--- src/rtl/ifetch_unit.sv ---
// Instruction-fetch stage: owns the PC, issues req/ack fetches and buffers one instruction for IF/ID.
// Optional IFETCH_PERF_EN adds a saturating perf_issued count of instructions handed downstream.
module ifetch_unit #(
  parameter logic [31:0] RESET_PC = 32'h0000_3000,
  parameter int unsigned PC_STEP  = 4
) (
  input  logic        clk,
  input  logic        reset,
  output logic        imem_req,
  output logic [31:0] imem_addr,
  input  logic        imem_ack,
  input  logic [31:0] imem_rdata,
  input  logic        stall,
  input  logic        redirect,
  input  logic [31:0] redirect_pc,
  output logic [31:0] if_ins,
  output logic        if_enable,
  output logic [31:0] if_pc
`ifdef IFETCH_PERF_EN
  ,
  output logic [31:0] perf_issued
`endif
);

  localparam int unsigned XLEN = 32;

  typedef enum logic [1:0] {
    BOOT  = 2'd0,
    FETCH = 2'd1,
    HOLD  = 2'd2
  } state_t;

  state_t            state, state_nxt;
  logic [XLEN-1:0]   pc, pc_nxt;
  logic [XLEN-1:0]   buf_ins, buf_ins_nxt;
  logic [XLEN-1:0]   buf_pc, buf_pc_nxt;
  logic              buf_valid, buf_valid_nxt;
  logic [XLEN-1:0]   redirect_tgt;

  // Low two bits are masked so the PC stays word aligned.
  assign redirect_tgt = redirect_pc & ~XLEN'(3);

  always_ff @(posedge clk or posedge reset) begin
    if (reset) begin
      state     <= BOOT;
      pc        <= RESET_PC;
      buf_ins   <= '0;
      buf_pc    <= '0;
      buf_valid <= 1'b0;
    end else begin
      state     <= state_nxt;
      pc        <= pc_nxt;
      buf_ins   <= buf_ins_nxt;
      buf_pc    <= buf_pc_nxt;
      buf_valid <= buf_valid_nxt;
    end
  end

  // Redirect wins over everything; a stalled HOLD drops the request so no ack can land.
  always_comb begin
    state_nxt     = state;
    pc_nxt        = pc;
    buf_ins_nxt   = buf_ins;
    buf_pc_nxt    = buf_pc;
    buf_valid_nxt = buf_valid;
    imem_req      = 1'b0;
    case (state)
      BOOT: begin
        state_nxt = FETCH;
        if (redirect) pc_nxt = redirect_tgt;
      end
      FETCH, HOLD: begin
        if (redirect) begin
          pc_nxt        = redirect_tgt;
          buf_valid_nxt = 1'b0;
          state_nxt     = FETCH;
        end else if (state == FETCH || !stall) begin
          imem_req = 1'b1;
          if (imem_ack) begin
            buf_ins_nxt   = imem_rdata;
            buf_pc_nxt    = pc;
            buf_valid_nxt = 1'b1;
            pc_nxt        = pc + XLEN'(PC_STEP);
            state_nxt     = HOLD;
          end else begin
            buf_valid_nxt = 1'b0;
            state_nxt     = FETCH;
          end
        end
      end
      default: state_nxt = BOOT;
    endcase
  end

  assign imem_addr = pc;
  assign if_ins    = buf_ins;
  assign if_pc     = buf_pc;
  assign if_enable = buf_valid;

`ifdef IFETCH_PERF_EN
  // Counts hand-offs: a held instruction leaves whenever downstream accepts and no flush occurs.
  always_ff @(posedge clk or posedge reset) begin
    if (reset) begin
      perf_issued <= '0;
    end else if (state == HOLD && !stall && !redirect && perf_issued != '1) begin
      perf_issued <= perf_issued + XLEN'(1);
    end
  end
`endif

endmodule

--- config.mk ---
export PLATFORM = sky130hd
export DESIGN_NAME = ifetch_unit
export DESIGN_NICKNAME = d
export VERILOG_FILES = /design/src/rtl/ifetch_unit.sv
export SDC_FILE = /design/constraint.sdc
export NUM_CORES = 1
export LEC_CHECK = 0
export BUFFER_PORTS_ARGS = -buffer_cell sky130_fd_sc_hd__buf_4
export CORE_ASPECT_RATIO = 2
export CORE_UTILIZATION = 49
export DETAILED_ROUTE_END_ITERATION = 8
export PLACE_DENSITY = 0.88
export SLEW_MARGIN = 20
export SYNTH_ARGS = -nofsm -noshare
export SYNTH_HDL_FRONTEND = slang
export SYNTH_SLANG_ARGS = --single-unit
--- constraint.sdc ---
create_clock -name clk -period 3.6 [get_ports clk]
set_input_delay 0.72 -clock clk [delete_from_list [all_inputs] [get_ports clk]]
set_output_delay 0.72 -clock clk [all_outputs]
set_load 0.02 [all_outputs]
# After elaboration in Yosys (flattened, before gate mapping)
# Cells that the tools add are included.
# word_totals
regBits,99
input_bits,69
wordCells,36
# op_classes
addsub,1
n_eq_ne,5
mux,15
n_bitwise,1
n_reduce_logical,9
# ops
op,count
$mux 32,4
$pmux 32 s2,1
$add 32x3->32 const B,1
$reduce_and 4->1,2
$mux 1,6
$mux 2,3
$ne 3x3->1 const B,2
$pmux 2 s2,1
$reduce_bool 2->1,2
$eq 2x1->1 const B,1
$eq 2x2->1 const B,1
$logic_not 2->1,1
$ne 2x2->1 const B,1
$reduce_and 2->1,1
$reduce_or 2->1,1
$logic_not 1->1,1
$logic_or 1x1->1,1
$not 1->1,1

# Longest topological paths before layout
# Gate-level depths: netlist of the first run.
# depth
ltp_word,5
depth_mapped,10
mapped_depth_nobuf,7

# Worst setup path after synthesis of the first run
# Ideal clock, no wire load.
# synth_timing
kind,input port to flip-flop
from,input port stall
to,register buf_ins[0] (netlist: if_ins[0])
setup_ps,125
arrival_time_ps,2165
path_slack_ps,1310
path_stages,7
path_buffers,3
cell_sequence,nor2b_1 clkbuf_1 nor2_1 nand2_1 buf_2 buf_2 mux2_2
# synth_between
elab_chain_len,3
# synth_rtl
item,line_no,rtl
from (decl),13,"input logic stall,"
$logic_not 1->1,77,end else if (state == FETCH || !stall) begin
$logic_or 1x1->1,77,
$reduce_and 4->1 (no source line),--,
to (signal assigned),53,buf_ins <= buf_ins_nxt;
to (decl),35,"logic [XLEN-1:0] buf_ins, buf_ins_nxt;"
# Every way passes these cells.
# A chain may end at the register's enable or synchronous reset.

# Final worst setup path of the first run
# layout_timing
from,register state[1]
to,register pc[29] (netlist: imem_addr[29])
# layout_between
elab_chain_len,4
# layout_rtl
item,line_no,rtl
from (decl),33,"state_t state, state_nxt;"
from (signal assigned),51,state <= state_nxt;
$eq 2x1->1 / $eq 2x2->1 (equally long branches),"67, 77",
$reduce_or 2->1 / $logic_or 1x1->1 (equally long branches),"67, 77",
$ne 3x3->1 (no source line) / $reduce_bool 2->1 (equally long branches),--,
$reduce_and 4->1 (no source line),--,
to (signal assigned),52,pc <= pc_nxt;
to (decl),34,"logic [XLEN-1:0] pc, pc_nxt;"
# Several ways; a longest one is shown, not always the timed one.

==> results of run 1 <==
metrics by stage:
step | worst slack, ps | instances | hold slack [ps] | util (%)
finish | 993 | 671 | 502 | 68.2
global route | 805 | 671 | 525 | 68.2
CTS | 969 | 671 | 503 | 68.1
detailed placement | 997 | 655 | 478 | 64.7
global placement | 1050 | 655 | 472 | 64.7
floorplan | 406 | 410 | 505 | -
critical path, delay by kind of cell, from the launching register on:
kind                     cells  cell delay [ps]
AO/OA/AOI/OAI                2              450
adder cells (fa/ha/maj)      1              330
buffers and inverters        3              590
flip-flops                   1              390
AND/OR/NAND/NOR              3              760
cells by family (layout without fill, tap and decap cells):
logic type | after synthesis | count (layout) | share of synthesized area [%]
buffers and inverters | 33 | 192 | 3.27
adders and majority gates | 4 | 4 | 1.12
AOI/OAI and AO/OA | 94 | 94 | 13.5
other | 1 | 4 | 0.0837
muxes | 61 | 61 | 15.3
DFF | 95 | 95 | 53.1
and+or+nand+nor | 119 | 119 | 13.6
per-layer routing:
metal  track usage, %  vias to the layer above
met2             45.5                      173
met4             14.4                        0
met3             4.90                       35
li1                 -                     1805
met5                0                        -
met1             27.6                     1847
worst max-delay path by stage:
| stage | to | depth (start not counted) |
|---|---|---|
| after floorplan | if_enable | 1 |
| after global routing | imem_addr[29] | 9 |
| after global placement | imem_addr[29] | 9 |
| final | imem_addr[29] | 9 |
| after CTS | imem_addr[29] | 9 |
| after detailed placement | imem_addr[29] | 9 |
cell type report:
type	count	area, sq um
Fill cell	701	2850
Multi-Input combinational cell	282	1980
Clock inverter	6	68.8
Sequential cell	95	2380
Tap cell	102	128
Inverter	8	35.0
Clock buffer	10	239
Timing Repair Buffer	168	1270
sequential cells by signal (all words and copies together), names as in the netlist:
| name | cells |
|---|---|
| if_pc | 30 |
| if_ins | 32 |
| state | 2 |
| imem_addr | 30 |
| if_enable | 1 |
power groups by stage:
| stage | Combinational, W | Clock, W | Sequential (W) |
|---|---|---|---|
| CTS | 0.00321 | 0.000988 | 0.00213 |
| finish | 0.00319 | 0.000971 | 0.00214 |
| global route | 0.00342 | 0.00103 | 0.00222 |
| floorplan | 0.00131 | 0 | 0.00268 |
| global placement | 0.00310 | 0 | 0.00210 |
| detailed placement | 0.00320 | 0 | 0.00214 |
synth_stat cells, types with 2 or more instances:
master and instances:
mux2_2 59, clkbuf_1 13, nor3_1 4, a31oi_1 3
ha_1 4, nand3_1 17, buf_2 6, a22oi_1 2
nand2b_1 4, a21oi_1 32, a41oi_1 2, nor2b_1 3
nand4_1 11, o21ai_0 12, a2bb2oi_1 11, and3_1 7
buf_1 2, buf_4 4, nor2_1 25, o22ai_1 14
mux2i_1 2, nand2_1 34, o311ai_0 2, dfstp_2 2
nand3_2 2, o22a_1 7, inv_1 8, nor4_1 4
dfrtp_1 93
==> Flow_metrics.wiki, run 1 <==
{| class="wikitable"
! Metric !! Value
|-
| Resized cells post-CTS || 0
|-
| Gate count of the mapped netlist || 407
|-
| Number of enable flip-flop cells after synthesis || 0
|-
| Leakage || 2.80 nW
|-
| Drc violations || 0
|-
| Part of the power in the clock network || 15.4%
|-
| DRT met1 WL || 4.18 mm
|-
| Maximum VDD drop || 0.640 mV
|-
| Maximum level of the CTS H-tree || 3
|-
| Routed met3 length || 723 um
|-
| Share of flip-flops with an asynchronous set or reset after synthesis || 100%
|-
| Routed length on met2 || 6.71 mm
|-
| Cell type contributing the most total cell area after synthesis || dfrtp_1
|-
| Required time of the critical path || 3880 ps
|-
| Die H || 137 um
|-
| Flops & latches, synth || 95
|-
| Type of destination of the critical path || register
|-
| Number of setup buffers added after CTS || 0
|-
| Setup violation total in the final timing report || 0
|-
| Final Critical Period || 2610 ps
|-
| Horiz. Die Dim || 69.6 um
|-
| Setup TNS || 0 ps
|-
| Sequential area share after synthesis || 53.1%
|-
| Post-route cell area || 6100 sq um
|-
| Avg WL per Cell || 18.0 um
|-
| Maximum number of pins on one net before global-route repair || 83
|-
| Worst r2r path cells || 9
|-
| Number of global-route vias before repair || 3980
|-
| Most common flop cell mapped by yosys || dfrtp_1
|-
| R2R Path End || imem_addr[29]
|-
| Number of pins exceeding their max-slew limit in the final report || 0
|-
| Nets@finish || 637
|-
| First-pass iteration count of the detailed router || 4
|-
| Worst path cell trace || inv_1 > ha_1 > nor2b_4 > buf_4 > a211oi_1 > o21ai_1 > buf_4 > or4_1 > nand3_1
|-
| Run status || complete, no violations
|-
| Die area || 9560 sq um
|-
| Top layer in use || met4
|-
| First-pass GRT wire length || 18.9 mm
|-
| Antenna Violating Nets Remaining || 0
|-
| Layout Skew || 5.99 ps
|-
| Power density over cell area || 1030 nW/um^2
|-
| Endpoint arrival time on the critical path || 2880 ps
|-
| Synth-to-layout area growth || 36.1%
|-
| Clock root cell || clkbuf_16
|-
| Global-route congestion overflow total || 0
|-
| Share of layout cells above drive strength 1 || 44.8%
|-
| Hold_buf cts || 0
|-
| Area fraction of the dominant cell type after synthesis || 51.9%
|-
| Initial core utilization || 50.1%
|-
| Most used cell, CP || buf_4
|-
| Sequential share of power || 33.9%
|-
| Tcrit/Tclk final || 72.4%
|-
| Total vias in the final route || 3860
|-
| Number of buffers added on ports || 160
|-
| Yosys warning count || 0
|-
| Max Clock Freq || 384 MHz
|-
| Headroom to the max-slew limit || 48.5%
|-
| Number of CTS-inserted buffers || 9
|-
| Cells taking the most area after synthesis || dfrtp_1 (52%), mux2_2 (15%), a21oi_1 (3.6%), nand2_1 (2.8%), a2bb2oi_1 (2.1%)
|-
| Unrepaired setup endpoints after global routing || false
|-
| Power consumption || 0.00630 W
|-
| Switching power as a share of total power || 42.2%
|-
| Distinct cell type count of the synthesized netlist || 47
|-
| Most common cell after layout, fill and taps aside || buf_4
|-
| Delay contributed by the slowest stage of the critical path || 520 ps
|-
| Core Rows || 49
|-
| Total routing resource utilization after global routing || 25.3%
|-
| Class of the most critical hold timing path || input pin to async pin
|-
| Final wirelength || 12.1 mm
|-
| 1st-iter DRT viols || 247
|-
| Antenna violations before repair || 0
|-
| Count of boundary I/O pins || 167
|-
| Launching point of the worst reg2reg path || state[1]
|-
| Reported net switching power || 0.00266 W
|-
| Area of the placeable core || 8950 sq um
|-
| Clock-pin slew on the worst setup and hold paths || 70 ps
|-
| Combinational share of power || 50.7%
|-
| Crit Path Max Fanout || 67
|-
| Worst setup startpoint || state[1]
|-
| Worst-Margin Slew || 765 ps
|-
| Placed inst area || 5790 sq um
|-
| Number of buffers on the longest clock path || 2
|-
| Clock latency at the later pin of the worst-skew pair || 340 ps
|-
| Number of endpoints with negative hold slack in the final report || 0
|-
| Flop-to-flop setup slack || 990 ps
|-
| Clock net sink count || 95
|-
| Antenna fix cells || 0
|-
| HPWL Detailed || 8.78 mm
|-
| Global placement routability congestion || 0.926
|-
| Highest-count cells in the layout ignoring fill and taps || buf_4 (167), dfrtp_1 (93), mux2_2 (59)
|-
| Cell internal pwr || 0.00364 W
|-
| Start-to-end type of the worst setup path || register to register
|-
| Cell with the largest stage delay on the worst path || or4_1
|-
| Max capacitance violation total || 0
|-
| Vias per cell || 5.75
|-
| Clock tree from TritonCTS || built
|-
| Synthesized area || 4480 sq um
|-
| Avg Cell Area, Syn || 11.0 sq um
|-
| CP startpoint kind || register
|}
No activity file was read; power rests on OpenSTA's default activity.
==> run 2: changes to the inputs <==
--- a/config.mk
+++ b/config.mk
@@ -7,9 +7,9 @@
 export LEC_CHECK = 0
 export BUFFER_PORTS_ARGS = -buffer_cell sky130_fd_sc_hd__buf_4
 export CORE_ASPECT_RATIO = 2
-export CORE_UTILIZATION = 49
+export CORE_UTILIZATION = 45
 export DETAILED_ROUTE_END_ITERATION = 8
-export PLACE_DENSITY = 0.88
+export PLACE_DENSITY = 0.85
 export SLEW_MARGIN = 20
 export SYNTH_ARGS = -nofsm -noshare
 export SYNTH_HDL_FRONTEND = slang
==> constraint.sdc (replaced) <==
create_clock -name clk -period 2.3 [get_ports clk]
set_input_delay 0.46 -clock clk [delete_from_list [all_inputs] [get_ports clk]]
set_output_delay 0.46 -clock clk [all_outputs]
set_load 0.02 [all_outputs]
==> Flow_metrics.wiki, run 2 (synthesis results as in run 1) <==
{| class="wikitable"
! Metric !! Value
|-
| Drc violations || 0
|-
| Horiz. Die Dim || 72.6 um
|-
| Die H || 143 um
|-
| Cell internal pwr || 0.00591 W
|-
| Maximum VDD drop || 0.953 mV
|-
| Maximum level of the CTS H-tree || 3
|-
| Global-route met3 utilization || 5.08%
|-
| Global-route congestion overflow total || 0
|-
| Antenna fix cells || 0
|-
| Max capacitance violation total || 0
|-
| Antenna violations before repair || 0
|-
| Placed Cells incl. Taps || 697
|-
| Number of CTS-inserted buffers || 9
|-
| Fraction of the core area covered by cells at the end of the flow || 64.9%
|-
| Tcrit/Tclk final || 96.1%
|-
| Sequential share of power || 32.4%
|-
| Flop-to-flop setup slack || 180 ps
|-
| Launching point of the worst reg2reg path || state[0]
|-
| First-pass iteration count of the detailed router || 5
|-
| Setup TNS || 0 ps
|-
| Setup violation total in the final timing report || 0
|-
| Unrepaired setup endpoints after global routing || false
|-
| Area of the placeable core || 9700 sq um
|-
| Core Rows || 51
|-
| Worst r2r path cells || 7
|-
| R2R Path End || imem_addr[29]
|-
| Flip-flop count of the largest register, all copies and words added || 32
|-
| Part of the power in the clock network || 16.0%
|-
| Highest-count cells in the layout ignoring fill and taps || buf_4 (177), dfrtp_1 (93), mux2_2 (59)
|-
| Class of the most critical hold timing path || input pin to async pin
|-
| Number of buffers on the longest clock path || 2
|-
| CP startpoint kind || register
|-
| Leakage || 2.88 nW
|-
| Initial core utilization || 46.2%
|-
| Count of boundary I/O pins || 167
|-
| Worst-case setup margin in the final layout || 90.3 ps
|-
| Run status || complete, no violations
|-
| Nets@finish || 650
|-
| Filler Cells Inserted || 791
|-
| Most common cell after layout, fill and taps aside || buf_4
|-
| Maximum number of pins on one net before global-route repair || 67
|-
| Required time of the critical path || 1840 ps
|-
| Endpoint arrival time on the critical path || 1750 ps
|-
| Die area || 10400 sq um
|-
| Share of layout cells above drive strength 1 || 46.2%
|-
| 1st-iter DRT viols || 349
|-
| Clock latency at the later pin of the worst-skew pair || 340 ps
|-
| Number of global-route vias before repair || 4070
|-
| Non-filler cells in the finished layout || 714
|-
| Headroom to the max-slew limit || 57.6%
|-
| Switching power as a share of total power || 41.9%
|-
| Number of pins exceeding their max-slew limit in the final report || 0
|-
| Clock root cell || clkbuf_16
|-
| HPWL Detailed || 9.69 mm
|-
| Clock net sink count || 95
|-
| Layout Skew || 9.55 ps
|-
| Worst-Margin Slew || 635 ps
|-
| Final wirelength || 13.1 mm
|-
| Setup slack after placement || 166 ps
|-
| Antenna Violating Nets Remaining || 0
|-
| Type of destination of the critical path || primary output
|-
| Global routing met1 resource utilization || 28.8%
|-
| Total vias in the final route || 4089
|-
| Reported net switching power || 0.00426 W
|-
| Final Critical Period || 2210 ps
|-
| Total routing resource utilization after global routing || 26.0%
|-
| Vias per cell || 5.73
|-
| Global-route met2 utilization || 44.5%
|-
| Synth-to-layout area growth || 40.4%
|-
| Combinational share of power || 51.6%
|-
| Clock tree from TritonCTS || built
|-
| Global placement routability congestion || 0.894
|-
| Number of endpoints with negative hold slack in the final report || 0
|-
| First-pass GRT wire length || 20.3 mm
|-
| Clock-pin slew on the worst setup and hold paths || 60 ps
|-
| Crit Path Max Fanout || 5
|-
| Start-to-end type of the worst setup path || register to primary output
|-
| Max Clock Freq || 453 MHz
|-
| Most heavily used metal layer in global routing || met2
|-
| Avg WL per Cell || 18.3 um
|-
| Number of buffers added on ports || 160
|-
| Power density over cell area || 1620 nW/um^2
|}
## run 2: cell count changes in the layout (fill, tap and decap cells not counted), sizes merged
cell / before / now
buf: 168 / 181
bufinv: 1 / 2
clkbuf: 10 / 11
clkinv: 3 / 1
clkinvlp: 1 / 2
inv: 9 / 8
## run 2: worst max-delay path by stage
stage                     startpoint         end  slack, ps
after global placement      state[1]  if_ins[31]        240
after global routing        state[1]    imem_req         10
after detailed placement    state[0]   if_ins[1]        170
final                       state[1]    imem_req         90
after floorplan             state[0]   if_ins[0]         90
after CTS                   state[0]    imem_req         20
## run 2: through the flow
step                area, sq um  total power (W)  hold WS [ps]
floorplan                  4500          0.00624           505
global placement           5960          0.00830           473
detailed placement         5960          0.00851           477
CTS                        6280           0.0102           211
global route               6290           0.0107           241
finish                     6290           0.0102           205
## run 2: worst max-delay path: stages, from the launching register on
cell,delay (ps)
dfrtp_1,370
inv_1,80
ha_1,360
nand2b_1,150
nor2_2,150
buf_4,160
buf_4,150
## run 2: timing repair
action / 4_1_cts / 5_1_grt
hold buffers: 0 / 0
resized for setup: 0 / 2
buffers inserted: 0 / 1
endpoints found under the setup margin: 0 / 1
## run 2: final cells by class
class                           instances  area [sq um]  area share [%]
Sequential cell                        95          2380            37.8
Multi-Input combinational cell        282          1980            31.5
Timing Repair Buffer                  181          1410            22.4
Clock buffer                           11           243            3.86
Tap cell                              132           165            2.62
Clock inverter                          5          81.3            1.29
Inverter                                8          33.8           0.537
## run 2: power groups by stage
stage	sequential (W)	combinational [W]	clock, W
after floorplan	0.00419	0.00205	0
after global placement	0.00325	0.00505	0
after detailed placement	0.00332	0.00520	0
after CTS	0.00330	0.00522	0.00165
after global routing	0.00342	0.00558	0.00171
final	0.00330	0.00525	0.00162
## run 2: routing by layer
metal | wire length [um] | vias up
met4 | 758 | 0
met3 | 766 | 53
met2 | 7120 | 212
met5 | 0 | -
li1 | - | 1840
met1 | 4430 | 1984
==> run 3: changes to the inputs <==
--- a/config.mk
+++ b/config.mk
@@ -6,8 +6,10 @@
 export NUM_CORES = 1
 export LEC_CHECK = 0
 export BUFFER_PORTS_ARGS = -buffer_cell sky130_fd_sc_hd__buf_4
+export CELL_PAD_IN_SITES_DETAIL_PLACEMENT = 1
+export CELL_PAD_IN_SITES_GLOBAL_PLACEMENT = 1
 export CORE_ASPECT_RATIO = 2
-export CORE_UTILIZATION = 45
+export CORE_UTILIZATION = 34
 export DETAILED_ROUTE_END_ITERATION = 8
 export PLACE_DENSITY = 0.85
 export SLEW_MARGIN = 20
==> Flow_metrics.wiki, run 3 (synthesis results as in run 1) <==
{| class="wikitable"
! Metric !! Value
|-
| Count of boundary I/O pins || 167
|-
| Global placement routability congestion || 0.869
|-
| Setup violation total in the final timing report || 0
|-
| Setup slack after placement || 127 ps
|-
| Filler Cells Inserted || 1440
|-
| Most used cell, CP || buf_4
|-
| Clock net sink count || 95
|-
| Final wirelength || 14.5 mm
|-
| Total vias in the final route || 4057
|-
| Layout Skew || 9.03 ps
|-
| Area of all sequential standard cells || 2380 sq um
|-
| Initial core utilization || 34.7%
|-
| Maximum level of the CTS H-tree || 3
|-
| Die H || 164 um
|-
| Number of global-route vias before repair || 4396
|-
| Leakage || 2.91 nW
|-
| Setup TNS || 0 ps
|-
| Max Clock Freq || 448 MHz
|-
| Number of buffers on the longest clock path || 2
|-
| Antenna violations before repair || 0
|-
| Hold_buf cts || 0
|-
| Number of CTS-inserted buffers || 9
|-
| Most common cell after layout, fill and taps aside || buf_4
|-
| Vias per cell || 5.48
|-
| Avg WL per Cell || 19.6 um
|-
| Type of destination of the critical path || primary output
|-
| Area of the placeable core || 12900 sq um
|-
| Worst path cell trace || inv_1 > ha_2 > nand2b_1 > nor2_2 > buf_4 > buf_4
|-
| Clock-pin slew on the worst setup and hold paths || 70 ps
|-
| Clock tree from TritonCTS || built
|-
| Cell with the largest stage delay on the worst path || dfrtp_1
|-
| Worst-Margin Slew || 596 ps
|-
| Delay contributed by the slowest stage of the critical path || 420 ps
|-
| Synth-to-layout area growth || 42.1%
|-
| Max capacitance violation total || 0
|-
| Share of layout cells above drive strength 1 || 46.9%
|-
| Final Critical Period || 2230 ps
|-
| Crit Path Max Fanout || 5
|-
| Flip-flop count of the largest register, all copies and words added || 32
|-
| First-pass GRT wire length || 22.9 mm
|-
| Horiz. Die Dim || 83.2 um
|-
| Global-route congestion overflow total || 0
|-
| Start-to-end type of the worst setup path || register to primary output
|-
| Multi-input logic area || 1980 sq um
|-
| Headroom to the max-slew limit || 60.2%
|-
| Number of buffers added on ports || 160
|-
| Clock latency at the later pin of the worst-skew pair || 340 ps
|-
| Clock root cell || clkbuf_16
|-
| Worst r2r path cells || 8
|-
| Maximum VDD drop || 0.699 mV
|-
| Class of the most critical hold timing path || input pin to async pin
|-
| Run status || complete, no violations
|-
| Antenna Violating Nets Remaining || 0
|-
| Maximum number of pins on one net before global-route repair || 51
|-
| CP startpoint kind || register
|-
| Number of endpoints with negative hold slack in the final report || 0
|-
| 1st-iter DRT viols || 140
|-
| Tcrit/Tclk final || 97.0%
|-
| Nets@finish || 658
|-
| Power density over cell area || 1630 nW/um^2
|-
| Die area || 13700 sq um
|-
| Total routing resource utilization after global routing || 21.6%
|-
| Required time of the critical path || 1840 ps
|-
| Worst-case setup margin in the final layout || 68.3 ps
|-
| Antenna fix cells || 0
|-
| Number of pins exceeding their max-slew limit in the final report || 0
|-
| Highest-count cells in the layout ignoring fill and taps || buf_4 (186), dfrtp_1 (93), mux2_2 (59)
|-
| Drc violations || 0
|-
| HPWL Detailed || 11.1 mm
|-
| Core Rows || 59
|-
| Power consumption || 0.0104 W
|-
| First-pass iteration count of the detailed router || 4
|-
| Endpoint arrival time on the critical path || 1770 ps
|}
[run 3: layout make-up]
class	count	share of cell area, %
Clock inverter	5	1.67
Inverter	8	0.530
Tap cell	152	2.99
Clock buffer	10	3.60
Sequential cell	95	37.4
Timing Repair Buffer	189	22.7
Multi-Input combinational cell	282	31.1
[run 3: routing by layer]
layer  track usage (%)  vias to the layer above  routed length [um]
met2              40.7                      137                8240
met1              22.3                     2030                5050
li1                  -                     1841                   -
met3              3.10                       49                 519
met5                 0                        -                   0
met4              13.1                        0                 719
[run 3: critical path: cells and delay by family, from the launching register on]
kind | cells | cell delay, ps
DFF | 1 | 420
buffers and inverters | 3 | 370
adders and majority gates | 1 | 370
and+or+nand+nor | 2 | 250
[run 3: what timing repair did]
action | 4_1_cts | 5_1_grt
resized for setup | 0 | 4
hold endpoints to repair | 0 | 0
setup endpoints to repair | 0 | 6
buffers inserted | 0 | 1
[run 3: through the flow]
stage               cell area, sq um  util [%]  hold WS [ps]  instances
global placement                6020      46.6           471        725
CTS                             6350      49.2           194        740
detailed placement              6020      46.6           474        725
floorplan                       4500         -           505        410
global route                    6370      49.3           223        741
finish                          6370      49.3           182        741
[run 3: report_power, final]
part | internal (W) | leakage [nW] | switching (W)
Sequential | 0.00254 | 1.10 | 0.000746
Clock | 0.00106 | 0.159 | 0.000639
Combinational | 0.00244 | 1.65 | 0.00295
[run 3: path summary, 6_finish.rpt]
| path | from | slack, ps | end |
|---|---|---|---|
| max in group asynchronous | reset | 1340 | if_ins[1] |
| hold / removal | reset | 180 | if_ins[24] |
| min in group clk | redirect | 340 | if_enable |
| hold reg to reg | if_pc[26] | 490 | if_pc[26] |
| setup reg to reg | state[1] | 170 | imem_addr[4] |
| setup / recovery | state[0] | 70 | imem_req |
